<file path="src/rtl/prach_pkg.sv">
// prach_pkg: shared state encoding and default widths for the PRACH buffer stages
// No ports. Provides cp_state_e and the default CP/sequence counter widths.
package prach_pkg;
  typedef enum logic [1:0] {IDLE, CP, SEQ} cp_state_e;
  localparam int CP_W_DEF  = 14;
  localparam int SEQ_W_DEF = 16;
  localparam int WIDTH_DEF = 144;
endpackage

</file>
<file path="src/rtl/prach_buffer_out_reg.sv">
// prach_buffer_out_reg: 1-deep valid/ready pipeline register
// Ports: clk, rst_n (async active-low); in_valid/in_data/in_ready upstream side;
//        out_valid/out_data/out_ready downstream side.
module prach_buffer_out_reg #(
  parameter int W = 145
) (
  input  logic         clk,
  input  logic         rst_n,
  input  logic         in_valid,
  input  logic [W-1:0] in_data,
  output logic         in_ready,
  output logic         out_valid,
  output logic [W-1:0] out_data,
  input  logic         out_ready
);
  // Ready whenever the slot is empty or draining this cycle, so a drain and a
  // reload can share one cycle.
  assign in_ready = ~out_valid | out_ready;
  always_ff @(posedge clk or negedge rst_n) begin
    if (!rst_n) begin
      out_valid <= 1'b0;
      out_data  <= '0;
    end else if (in_ready) begin
      out_valid <= in_valid;
      out_data  <= in_valid ? in_data : out_data;
    end
  end
endmodule

</file>
<file path="src/rtl/prach_buffer_cp_remove.sv">
// prach_buffer_cp_remove: strip cyclic prefix and inter-occasion beats from the PRACH sample stream
// Ports: clk, rst_n (async active-low); cfg_cp_len/cfg_seq_len latched on accepted sop;
//        s_valid/s_data/s_sop/s_ready input stream; m_valid/m_data/m_last/m_ready to FIFO;
//        busy (in CP or SEQ), err_trunc (sop before occasion completed), err_cnt.
// Build option: define PRACH_CP_ERR_CNT_EN for a saturating truncation counter on err_cnt;
//               otherwise err_cnt is tied to zero.
module prach_buffer_cp_remove
  import prach_pkg::*;
#(
  parameter int WIDTH = WIDTH_DEF,
  parameter int CP_W  = CP_W_DEF,
  parameter int SEQ_W = SEQ_W_DEF
) (
  input  logic             clk,
  input  logic             rst_n,
  input  logic [CP_W-1:0]  cfg_cp_len,
  input  logic [SEQ_W-1:0] cfg_seq_len,
  input  logic             s_valid,
  input  logic [WIDTH-1:0] s_data,
  input  logic             s_sop,
  output logic             s_ready,
  output logic             m_valid,
  output logic [WIDTH-1:0] m_data,
  output logic             m_last,
  input  logic             m_ready,
  output logic             busy,
  output logic             err_trunc,
  output logic [15:0]      err_cnt
);
  cp_state_e        state;
  logic [CP_W-1:0]  cp_rem;
  logic [SEQ_W-1:0] seq_rem;
  logic             out_rdy, acc, sop_acc, trunc, fwd, fwd_last;
  // A sop with zero CP forwards immediately, so it needs the output slot too.
  assign s_ready  = out_rdy | ~(state == SEQ | (s_sop & cfg_cp_len == '0));
  assign acc      = s_valid & s_ready;
  assign sop_acc  = acc & s_sop;
  assign trunc    = sop_acc & state != IDLE;
  assign fwd      = sop_acc ? (cfg_cp_len == '0 & cfg_seq_len != '0) : acc & state == SEQ;
  assign fwd_last = s_sop ? cfg_seq_len == SEQ_W'(1) : seq_rem == SEQ_W'(1);
  assign busy     = state != IDLE;
  // cp_rem counts CP beats still to drop; seq_rem counts sequence beats still to forward.
  always_ff @(posedge clk or negedge rst_n) begin
    if (!rst_n) begin
      state     <= IDLE;
      cp_rem    <= '0;
      seq_rem   <= '0;
      err_trunc <= 1'b0;
    end else begin
      err_trunc <= trunc;
      if (sop_acc) begin
        if (cfg_cp_len != '0) begin
          cp_rem  <= cfg_cp_len - CP_W'(1);
          seq_rem <= cfg_seq_len;
          state   <= cfg_cp_len != CP_W'(1) ? CP : (cfg_seq_len != '0 ? SEQ : IDLE);
        end else begin
          cp_rem  <= '0;
          seq_rem <= cfg_seq_len == '0 ? '0 : cfg_seq_len - SEQ_W'(1);
          state   <= cfg_seq_len > SEQ_W'(1) ? SEQ : IDLE;
        end
      end else if (acc & state == CP) begin
        cp_rem <= cp_rem - CP_W'(1);
        if (cp_rem == CP_W'(1)) state <= seq_rem != '0 ? SEQ : IDLE;
      end else if (acc & state == SEQ) begin
        seq_rem <= seq_rem - SEQ_W'(1);
        if (seq_rem == SEQ_W'(1)) state <= IDLE;
      end
    end
  end
`ifdef PRACH_CP_ERR_CNT_EN
  always_ff @(posedge clk or negedge rst_n) begin
    if (!rst_n) err_cnt <= '0;
    else if (trunc & err_cnt != 16'hFFFF) err_cnt <= err_cnt + 16'd1;
  end
`else
  assign err_cnt = '0;
`endif
  prach_buffer_out_reg #(.W(WIDTH + 1)) u_out (
    .clk       (clk),
    .rst_n     (rst_n),
    .in_valid  (fwd),
    .in_data   ({fwd_last, s_data}),
    .in_ready  (out_rdy),
    .out_valid (m_valid),
    .out_data  ({m_last, m_data}),
    .out_ready (m_ready)
  );
endmodule

</file>
<file path="config.mk">
export PLATFORM = sky130hd
export DESIGN_NAME = prach_buffer_cp_remove
export DESIGN_NICKNAME = d
export VERILOG_FILES = /design/src/rtl/prach_pkg.sv /design/src/rtl/prach_buffer_out_reg.sv /design/src/rtl/prach_buffer_cp_remove.sv
export SDC_FILE = /design/constraint.sdc
export NUM_CORES = 1
export LEC_CHECK = 0
export ABC_AREA = 1
export CAP_MARGIN = 20
export CELL_PAD_IN_SITES_DETAIL_PLACEMENT = 0
export CELL_PAD_IN_SITES_GLOBAL_PLACEMENT = 1
export CORE_MARGIN = 10
export CORE_UTILIZATION = 23
export DETAILED_ROUTE_END_ITERATION = 8
export PLACE_DENSITY = 0.65
export REMOVE_ABC_BUFFERS = 1
export SLEW_MARGIN = 25
export SYNTH_ARGS = -nofsm -noshare
export SYNTH_HDL_FRONTEND = slang
export SYNTH_SLANG_ARGS = --single-unit
</file>
<file path="constraint.sdc">
create_clock -name clk -period 1.8 [get_ports clk]
set_input_delay 0.18 -clock clk [delete_from_list [all_inputs] [get_ports clk]]
set_output_delay 0.18 -clock clk [all_outputs]
set_load 0.1 [all_outputs]
</file>
==> summary.txt <==
Worst setup path
  • Required time of the critical path: 1.62 ns
  • Worst path max stage delay: 0.40 ns
  • Slowest cell on the critical path: sky130_fd_sc_hd__dfrtp_1
  • Worst Reg-to-Reg Cells: 13
  • Peak fanout along the critical path: 6
  • Kind of critical path: reg2out
  • Register-to-register setup slack: 0.12 ns
  • Worst Path Buf+Inv: 4
  • CP startpoint kind: flop
  • Worst-path cell chain: inv_2 -> nand2_2 -> buf_4 -> nand2_2 -> nand2_4 -> buf_6 -> buf_12
  • Kind of cell adding the most delay to the critical path: buffers and inverters
  • Reg2reg end: u_out.out_data[5]
  • Capturing element type of the critical path: primary output
  • Worst endpoint data arrival time: 1.54 ns
  • Reg-to-Reg Start: state[1]
  • Most common cell type on the critical path: sky130_fd_sc_hd__nand2_2

Power
  • Worst IR drop on VDD: 0.000580 V
  • Pwr Density: 1320 mW/mm^2
  • Lkg Pwr: 7.29 nW

Detailed routing
  • Drt initial violations: 482
  • DRC errors left: 0
  • Antenna Nets Post-Route: 0
  • Routed length per placed instance: 16.3 microns
  • Detailed-route via count: 9076
  • Number of iterations in the first detailed-routing pass: 5
  • Wire length after detailed routing: 34700 microns
  • Vias per Instance: 4.27

Worst hold path
  • Worst Hold Path Cells: 3
  • End point of the worst hold path: cp_rem[0]
  • Worst min-delay path category: in2reg
  • Launch point of the worst hold path: cfg_cp_len[0]

Die
  • Die Height: 220 microns
  • Number of top-level pins: 344
  • Num rows: 73
  • X dimension of the die: 220 microns
  • Core Footprint: 0.0396 sq mm
  • Starting density of the core: 23.2%
  • Die outline area: 0.0484 sq mm

Synth
  • Leading post-synthesis cells by cell area: sky130_fd_sc_hd__dfrtp_1, sky130_fd_sc_hd__nand2_1, sky130_fd_sc_hd__nand3_1
  • Mapped cell area: 0.00920 sq mm
  • Sequential share of the synthesized area: 48.7%
  • Yosys top cell by area: sky130_fd_sc_hd__dfrtp_1
  • Post-synthesis instance total: 1165
  • Proportion of register bits with asynchronous set or reset after synthesis: 100%
  • Number of synthesized register bits: 179
  • Area share of the largest cell type after synthesis: 48.7%
  • Most used flip-flop cell after synthesis: sky130_fd_sc_hd__dfrtp_1
  • Count of flip-flops with a built-in enable after synthesis: 0
  • Distinct cells, synth: 33
  • Number of warnings reported in the yosys synthesis log: 0
  • Post-Syn Area per Cell: 7.89 sq um

Clock tree
  • Number of H-tree levels: 4
  • Maximum root-to-sink buffer count: 2
  • Clock tree root driver cell: sky130_fd_sc_hd__clkbuf_16
  • Worst-Skew Late Latency: 0.45 ns
  • Count of clock tree sinks: 179
  • CTS tree: yes
  • Clock-pin transition on the worst setup and hold timing paths: 0.08 ns
  • Cts bufs inserted: 17

Cells and area
  • Number of standard cells in the layout, taps in and fillers out: 2125
  • Syn-to-layout area delta: 56.1%
  • Total of fill cells in the finished design: 4226
  • Fraction of layout cells with a size suffix above 1: 21.9%
  • Post-layout nets: 1776
  • Antenna diodes: 0

STA
  • Worst-case hold slack: 0.106 ns
  • Max Clk Rate: 583 MHz
  • Final period demand of the worst path: 1.72 ns
  • Number of max-slew violations in the final report: 0
  • Final critical-path share of the clock period: 95.3%
  • Number of setup violations in the final report: 0
  • Min setup slack post-route: 0.0840 ns
  • Count of endpoints failing hold in the final timing report: 0
  • Clock tree skew after final layout: 0.0139 ns

Global route
  • GRT Overall Usage: 13.8%
  • First-pass GRT wire length: 52300 microns
  • Maximum number of pins on one net before global-route repair: 66
  • Vias in the first global route: 8954
  • Global route overflow: 0
  • Number of antenna violations at the first check in global routing: 0

Placement
  • Routability Congestion: 0.807
  • Half-perimeter wire length after placement: 27000 microns
  • Number of placed cells counting well taps: 2091
  • Pre-CTS setup slack: -0.398 ns
  • Count of buffers from port buffering: 327

Job
  • Max cap viols: 0

Run status
  • Run status: completed
[worst register-to-register path, delay by kind of cell, from the launching register on]
family	cells	cell delay, ns
buffers and inverters	5	0.59
and+or+nand+nor	8	0.54
DFF	1	0.44
[synth_stat cells, drive strengths merged, types with 2 or more instances]
cell and instances:
dfrtp 179, o21ai 46, nand3 184, a21boi 13, nor3 6, xor2 27
a21oi 5, nand2 440, buf 72, inv 65, nand3b 2, xnor2 3
nand4 20, nor2 76, o211ai 3, o21bai 3, ha 10, or2 5
clkbuf 3
[state kept, by name, summed over array words and instances, names as in the netlist]
signal and count:
u_out.out_data 145, seq_rem 16, err_trunc 1, cp_rem 14, state 2, u_out.out_valid 1
[metal layers]
layer	part of all wire, %	GRT usage [%]
met3	7.0	3.44
met5	0	0
met2	47	22.7
met1	45	17.8
met4	0.95	3.49
[what timing repair did]
action,in CTS,in global routing
hold buffers,1,0
endpoints found under the setup margin,1,58
pin swaps,0,1
setup buffers,0,1
hold endpoints to repair,110,0
gates resized for setup,5,13
[final cells by class]
class                      instances  area [sq um]  share of cell area (%)
multi-input combinational        861          4000                    27.9
clock inverter                    15           193                    1.34
clock buffer                      17           425                    2.96
inverter                          65           249                    1.73
sequential                       179          4480                    31.2
tap                              525           657                    4.58
timing repair buffer             463          4350                    30.3
[kinds of logic after synthesis]
family	synth area share, %
XOR/XNOR	2.86
AO/OA/AOI/OAI	4.52
flip-flops	48.7
AND/OR/NAND/NOR	33.8
adder cells (fa/ha/maj)	1.36
buffers and inverters	8.67
other	0.0408
[placed cells by master, fill, tap and decap left out, types with 2 or more instances in the layout]
cell / Yosys / layout
sky130_fd_sc_hd__nand2_1: 431 / 430
sky130_fd_sc_hd__buf_4: 25 / 250
sky130_fd_sc_hd__nand3_1: 183 / 183
sky130_fd_sc_hd__dfrtp_1: 179 / 178
sky130_fd_sc_hd__clkdlybuf4s50_1: 0 / 174
sky130_fd_sc_hd__nor2_1: 74 / 68
sky130_fd_sc_hd__inv_1: 62 / 59
sky130_fd_sc_hd__o21ai_0: 45 / 43
sky130_fd_sc_hd__buf_12: 0 / 33
sky130_fd_sc_hd__xor2_1: 27 / 27
sky130_fd_sc_hd__nand4_1: 20 / 20
sky130_fd_sc_hd__clkbuf_16: 0 / 17
sky130_fd_sc_hd__conb_1: 1 / 16
sky130_fd_sc_hd__ha_1: 10 / 10
sky130_fd_sc_hd__nor2_2: 2 / 8
sky130_fd_sc_hd__a21boi_0: 8 / 8
sky130_fd_sc_hd__nor3_1: 6 / 6
sky130_fd_sc_hd__nand2_2: 5 / 5
sky130_fd_sc_hd__nand2_4: 4 / 5
sky130_fd_sc_hd__or2_2: 5 / 5
sky130_fd_sc_hd__a21boi_1: 5 / 5
sky130_fd_sc_hd__inv_2: 2 / 4
sky130_fd_sc_hd__a21oi_1: 5 / 4
sky130_fd_sc_hd__inv_6: 0 / 4
sky130_fd_sc_hd__o211ai_1: 3 / 3
sky130_fd_sc_hd__xnor2_1: 3 / 3
sky130_fd_sc_hd__o21bai_1: 3 / 3
sky130_fd_sc_hd__inv_8: 0 / 3
sky130_fd_sc_hd__clkinvlp_4: 0 / 3
sky130_fd_sc_hd__dlymetal6s2s_1: 0 / 3
sky130_fd_sc_hd__inv_4: 1 / 2
sky130_fd_sc_hd__o21ai_1: 0 / 2
sky130_fd_sc_hd__nand3b_1: 2 / 2
sky130_fd_sc_hd__bufinv_16: 0 / 2
sky130_fd_sc_hd__clkinv_8: 0 / 2
sky130_fd_sc_hd__buf_6: 17 / 2
[report_power, final]
group / internal [mW] / leakage (nW) / switching (mW) / total, mW
sequential: 4.90 / 2.22 / 0.591 / 5.49
clock: 2.12 / 0.292 / 1.88 / 4.00
combinational: 2.22 / 4.78 / 7.27 / 9.49
[per-stage QoR]
stage / power (mW) / TNS [ns] / cell area [sq um] / util, %
finish: 19.0 / 0 / 14400 / 36.2
global route: 19.9 / -0.00885 / 14400 / 36.2
CTS: 19.2 / 0 / 14300 / 36.1
detailed placement: 15.1 / -65.36 / 13700 / 34.5
global placement: 15.0 / -58.19 / 13700 / 34.5
floorplan: 12.2 / -358.02 / 8700 / -
[worst max path at each step]
stage	startpoint	to	slack, ns	depth (start not counted)
5_1_grt	cfg_cp_len[8]	s_ready	-0.009	9
4_1_cts	state[1]	s_ready	0.004	6
6_report	state[0]	s_ready	0.08	7
2_1_floorplan	u_out.out_valid	u_out.out_data[144]	-2.33	10
3_3_place_gp	cfg_cp_len[9]	seq_rem[1]	-0.36	15
3_5_place_dp	cfg_cp_len[1]	u_out.out_data[123]	-0.40	17
(Power assumes the default switching activity.)
==> RTL edit 1, RTL diff (same flow settings) <==
Add an input register stage for `cfg_cp_len`; this delays it by one clock. The other inputs are not delayed to match.
--- a/src/rtl/prach_buffer_cp_remove.sv
+++ b/src/rtl/prach_buffer_cp_remove.sv
@@ -29,2 +29,9 @@
 );
+
+  logic [CP_W-1:0] cfg_cp_len_q;
+
+  always_ff @(posedge clk) begin
+    cfg_cp_len_q <= cfg_cp_len;
+  end
+
   cp_state_e        state;
@@ -34,3 +41,3 @@
   // A sop with zero CP forwards immediately, so it needs the output slot too.
-  assign s_ready  = out_rdy | ~(state == SEQ | (s_sop & cfg_cp_len == '0));
+  assign s_ready  = out_rdy | ~(state == SEQ | (s_sop & cfg_cp_len_q == '0));
   assign acc      = s_valid & s_ready;
@@ -38,3 +45,3 @@
   assign trunc    = sop_acc & state != IDLE;
-  assign fwd      = sop_acc ? (cfg_cp_len == '0 & cfg_seq_len != '0) : acc & state == SEQ;
+  assign fwd      = sop_acc ? (cfg_cp_len_q == '0 & cfg_seq_len != '0) : acc & state == SEQ;
   assign fwd_last = s_sop ? cfg_seq_len == SEQ_W'(1) : seq_rem == SEQ_W'(1);
@@ -51,6 +58,6 @@
       if (sop_acc) begin
-        if (cfg_cp_len != '0) begin
-          cp_rem  <= cfg_cp_len - CP_W'(1);
+        if (cfg_cp_len_q != '0) begin
+          cp_rem  <= cfg_cp_len_q - CP_W'(1);
           seq_rem <= cfg_seq_len;
-          state   <= cfg_cp_len != CP_W'(1) ? CP : (cfg_seq_len != '0 ? SEQ : IDLE);
+          state   <= cfg_cp_len_q != CP_W'(1) ? CP : (cfg_seq_len != '0 ? SEQ : IDLE);
         end else begin
Check against the original RTL: not equivalent (a bounded check fails within 4 cycles, from zero or initial values and one cycle with rst_n low).
==> RTL edit 1 against the unedited design <==
- the run now ends with setup timing left
- total power grew 4.3%
- setup slack got worse by 0.20 ns
- register-to-register slack worse by 0.23 ns
- sequential cell count up 14
- cell area grew 6.6%
- sequential share of layout area down 0.10 points
- routed wire length grew 3.3%
- area after synthesis grew 1.4%
==> RTL edit 1: results <==
clocking:
  clockBufferDepth: 2
  cts-root-buf: "clkbuf_16"
  clk_transition_reported_paths_ns: 0.08
  clock_latency_ns: 0.45
layout:
  area_growth_pct: 64.2
  largestRegisters: "u_out.out_data (145), seq_rem (16)"
  nNetsFinal: 1795
  drive_above_1_share_pct: 28.7
worst_setup_path:
  crit_path_max_incr_delay_ns: 0.34
  crit_fanout: 8
  crit_arrival_ns: 2.26
  r2r-start: "cfg_cp_len_q[0]$_DFF_P_"
  critPathKind: "flop to flop"
  slowest_stage: "dfxtp_2"
  cp-endpoint: "u_out.out_data[113]$_DFFE_PN0P_"
drt:
  num_vias: 8892
  post_drt_wl_per_cell_um: 16.7
  first_iter_violations: 471
sta:
  finalSetupViolCount: 168
  fin_skew_ns: 0.0137
  finalSetupTns_ns: -10.77
  timing.final.ws_setup_ns: -0.111
  clock.fmax_mhz: 523
logic_synthesis:
  synth_commonest_cells: "293 x nand2_1, 204 x inv_1, 179 x dfrtp_1"
  synth_area_leaders: "dfrtp_1 48%, nand2_1 12%, inv_1 8.2%, o21ai_0 4.9%, o21ai_1 4.7%"
  synthArstFlopShare_pct: 92.7
  synth.distinct_cells: 38
  yosysWarnings: 0
  yosysTopAreaCell: "dfrtp_1"
  synth-seq-area-share_pct: 51.0
place:
  gp_congestion: 0.786
  place_ws_ns: -0.464
  hpwlAfterDp_um: 26400
grt:
  track_usage_pct: 14.0
  grt_start_max_net_pins: 46
  grt_pass1_vias: 9183
  antenna_found_initial: 5
  grt_pass1_wl_um: 54000
power_and_ir_drop:
  leakage_nw: 7.73
  ir_worst_vdd_mv: 1.06
min_path:
  hold_class: "input port to flop"
status:
  status: "finished, violations left"
  failed_checks: "setup timing"
-- RTL edit 1: worst max-delay path: cells and delay by family (launching register included) --
family,cells,cell delay [ns]
adders and majority gates,1,0.16
and+or+nand+nor,6,0.44
AOI/OAI and AO/OA,2,0.28
buffers and inverters,4,0.58
DFF,1,0.34
-- RTL edit 1: worst min path at each step --
stage / startpoint / to / slack, ns / depth (start not counted)
floorplan: rst_n / cp_rem[0]$_DFFE_PN0P_ / -0.12 / 0
global placement: rst_n / cp_rem[10]$_DFFE_PN0P_ / 0.19 / 1
detailed placement: rst_n / cp_rem[13]$_DFFE_PN0P_ / 0.19 / 1
CTS: cfg_cp_len[0] / cfg_cp_len_q[0]$_DFF_P_ / 0.12 / 1
global route: cfg_cp_len[0] / cfg_cp_len_q[0]$_DFF_P_ / 0.12 / 1
finish: cfg_cp_len[0] / cfg_cp_len_q[0]$_DFF_P_ / 0.16 / 1
-- RTL edit 1: area by class of cell --
cell class | instances | area (sq um)
clock inverters | 10 | 90.1
multi-input cells | 719 | 3950
well taps | 525 | 657
flip-flops and latches | 193 | 4760
diodes | 1 | 2.50
repair buffers | 469 | 4610
clock buffers | 22 | 464
fillers | 4058 | 24600
inverters | 206 | 773
-- RTL edit 1: where the power goes --
group	internal, mW	total, mW	switching (mW)	leakage, nW
Sequential	5.25	5.94	0.689	2.34
Clock	1.90	3.80	1.90	0.272
Combinational	2.53	10.0	7.52	5.11
-- RTL edit 1: kinds of logic after synthesis --
logic type,Yosys count,share of synthesized area (%)
xor+xnor,31,2.91
buf+inv,267,12.6
compound gates,217,12.6
other cells,1,0.0402
flops,193,51.0
simple gates,445,19.4
fa+ha+maj,10,1.34
-- RTL edit 1: metal layers --
layer / track usage [%] / vias up / part of all wire, %
met2: 23.1 / 230 / 49
met3: 6.18 / 29 / 8.2
met4: 3.81 / 8 / 1.1
met5: 0 / - / 0.13
met1: 16.1 / 4169 / 42
li1: - / 4456 / -
-- RTL edit 1: what timing repair did --
item                                    CTS  global route
hold buffers                              1             0
gates resized for setup                  57           203
gates cloned                              8            10
endpoints found under the hold margin    40             0
buffers inserted                          6             8
endpoints found under the setup margin  180           179
pin swaps                                 5            16
-- RTL edit 1: metrics by stage --
step / std cells / total power [mW] / cell area [sq um] / hold WS, ns / utilization (%)
floorplan: 1118 / 12.8 / 8980 / -0.116 / -
finish: 2145 / 19.8 / 15300 / 0.157 / 38.4
global placement: 2082 / 15.5 / 13600 / 0.192 / 34.1
CTS: 2129 / 19.6 / 14500 / 0.122 / 36.4
detailed placement: 2082 / 15.6 / 13600 / 0.191 / 34.1
global route: 2144 / 20.8 / 15300 / 0.122 / 38.3
==> RTL edit 2, RTL diff (config.mk and constraints unchanged) <==
Without the edit above. `SEQ_W_DEF`: 16 -> 32.
--- a/src/rtl/prach_pkg.sv
+++ b/src/rtl/prach_pkg.sv
@@ -5,3 +5,3 @@
   localparam int CP_W_DEF  = 14;
-  localparam int SEQ_W_DEF = 16;
+  localparam int SEQ_W_DEF = 32;
   localparam int WIDTH_DEF = 144;
Interface: changed (resized cfg_seq_len); port bits go from 344 to 360. No check against the original RTL was run, so the function may have changed too.
==> RTL edit 2 against the unedited design <==
- worst hold slack improved by 0.10 ns
- setup slack worse by 0.042 ns
- global-route usage increased by 1.2 points
- utilization up 2.3 points
- cell area up 22%
- via count rose by 23%
- total power increased by 58%
- fmax down 2.4%
- largest power group unchanged
- combinational power is 96% higher
- sequential cell count increased by 16
- area after synthesis rose by 16%
- routed wire length grew 30%
- critical endpoint is now u_out.out_data[123]$_DFFE_PN0P_
==> RTL edit 2: results <==
power_and_ir_drop:
  p_switching_mw: 17.8
  p_comb_share_pct: 62.1
  leakage_nw: 8.90
  ir_worst_vdd_mv: 1.39
  p_clk_share_pct: 13.4
sta:
  fin_skew_ns: 0.0143
  whs_ns: 0.210
drt:
  wl_met1_um: 19200
  met2_length_um: 22900
  first_iter_violations: 577
worst_setup_path:
  crit_start: "cfg_seq_len[29]"
  r2r_slack_ns: 0.07
  r2r-start: "seq_rem[1]$_DFFE_PN0P_"
  r2r_cells: 11
  slowest_stage: "clkdlybuf4s50_1"
  worstReg2RegEnd: "seq_rem[20]$_DFFE_PN0P_"
grt:
  grt_start_max_net_pins: 64
  use_met2_pct: 26.2
  grt_pass1_wl_um: 65700
place:
  portBuffers: 343
  placed_area_sq_um: 15900
status:
  status: "finished, final reports clean"
layout:
  nFillCells: 4719
  drive_above_1_share_pct: 26.2
  nNetsFinal: 2239
  largestRegisters: "u_out.out_data (145), seq_rem (32), cp_rem (14)"
logic_synthesis:
  synth_area_leaders: "dfrtp_1 46%, nand2_1 24%, nor2_1 5.6%, inv_1 3.3%, xor2_1 2.9%"
  synth_commonest_cells: "690 x nand2_1, 195 x dfrtp_1, 160 x nor2_1"
  synth.distinct_cells: 36
[RTL edit 2: cell types whose count changed after synthesis, moves of 14 or more]
cell | before | now
nor2_1 | 74 | 160
xnor2_1 | 3 | 19
nand3_1 | 183 | 59
dfrtp_1 | 179 | 195
inv_1 | 62 | 94
nand2_1 | 431 | 690
a21oi_1 | 5 | 19
[RTL edit 2: final cells by class]
cell class	count	area, sq um	area share, %
inverter	97	385	2.20
clock buffer	20	457	2.60
clock inverter	12	144	0.820
antenna	2	5.00	0.0285
timing repair buffer	591	5590	31.8
sequential	195	4880	27.8
tap	600	751	4.28
multi-input combinational	1131	5330	30.4
[RTL edit 2: logic make-up (layout without fill, tap and decap cells)]
family                     count (synthesis)  after routing
DFF                                      195            195
and+or+nand+nor                          964            964
buffers and inverters                    165            720
other                                      1             18
AOI/OAI and AO/OA                         86             86
xor gates and xnor gates                  54             54
adders and majority gates                 11             11
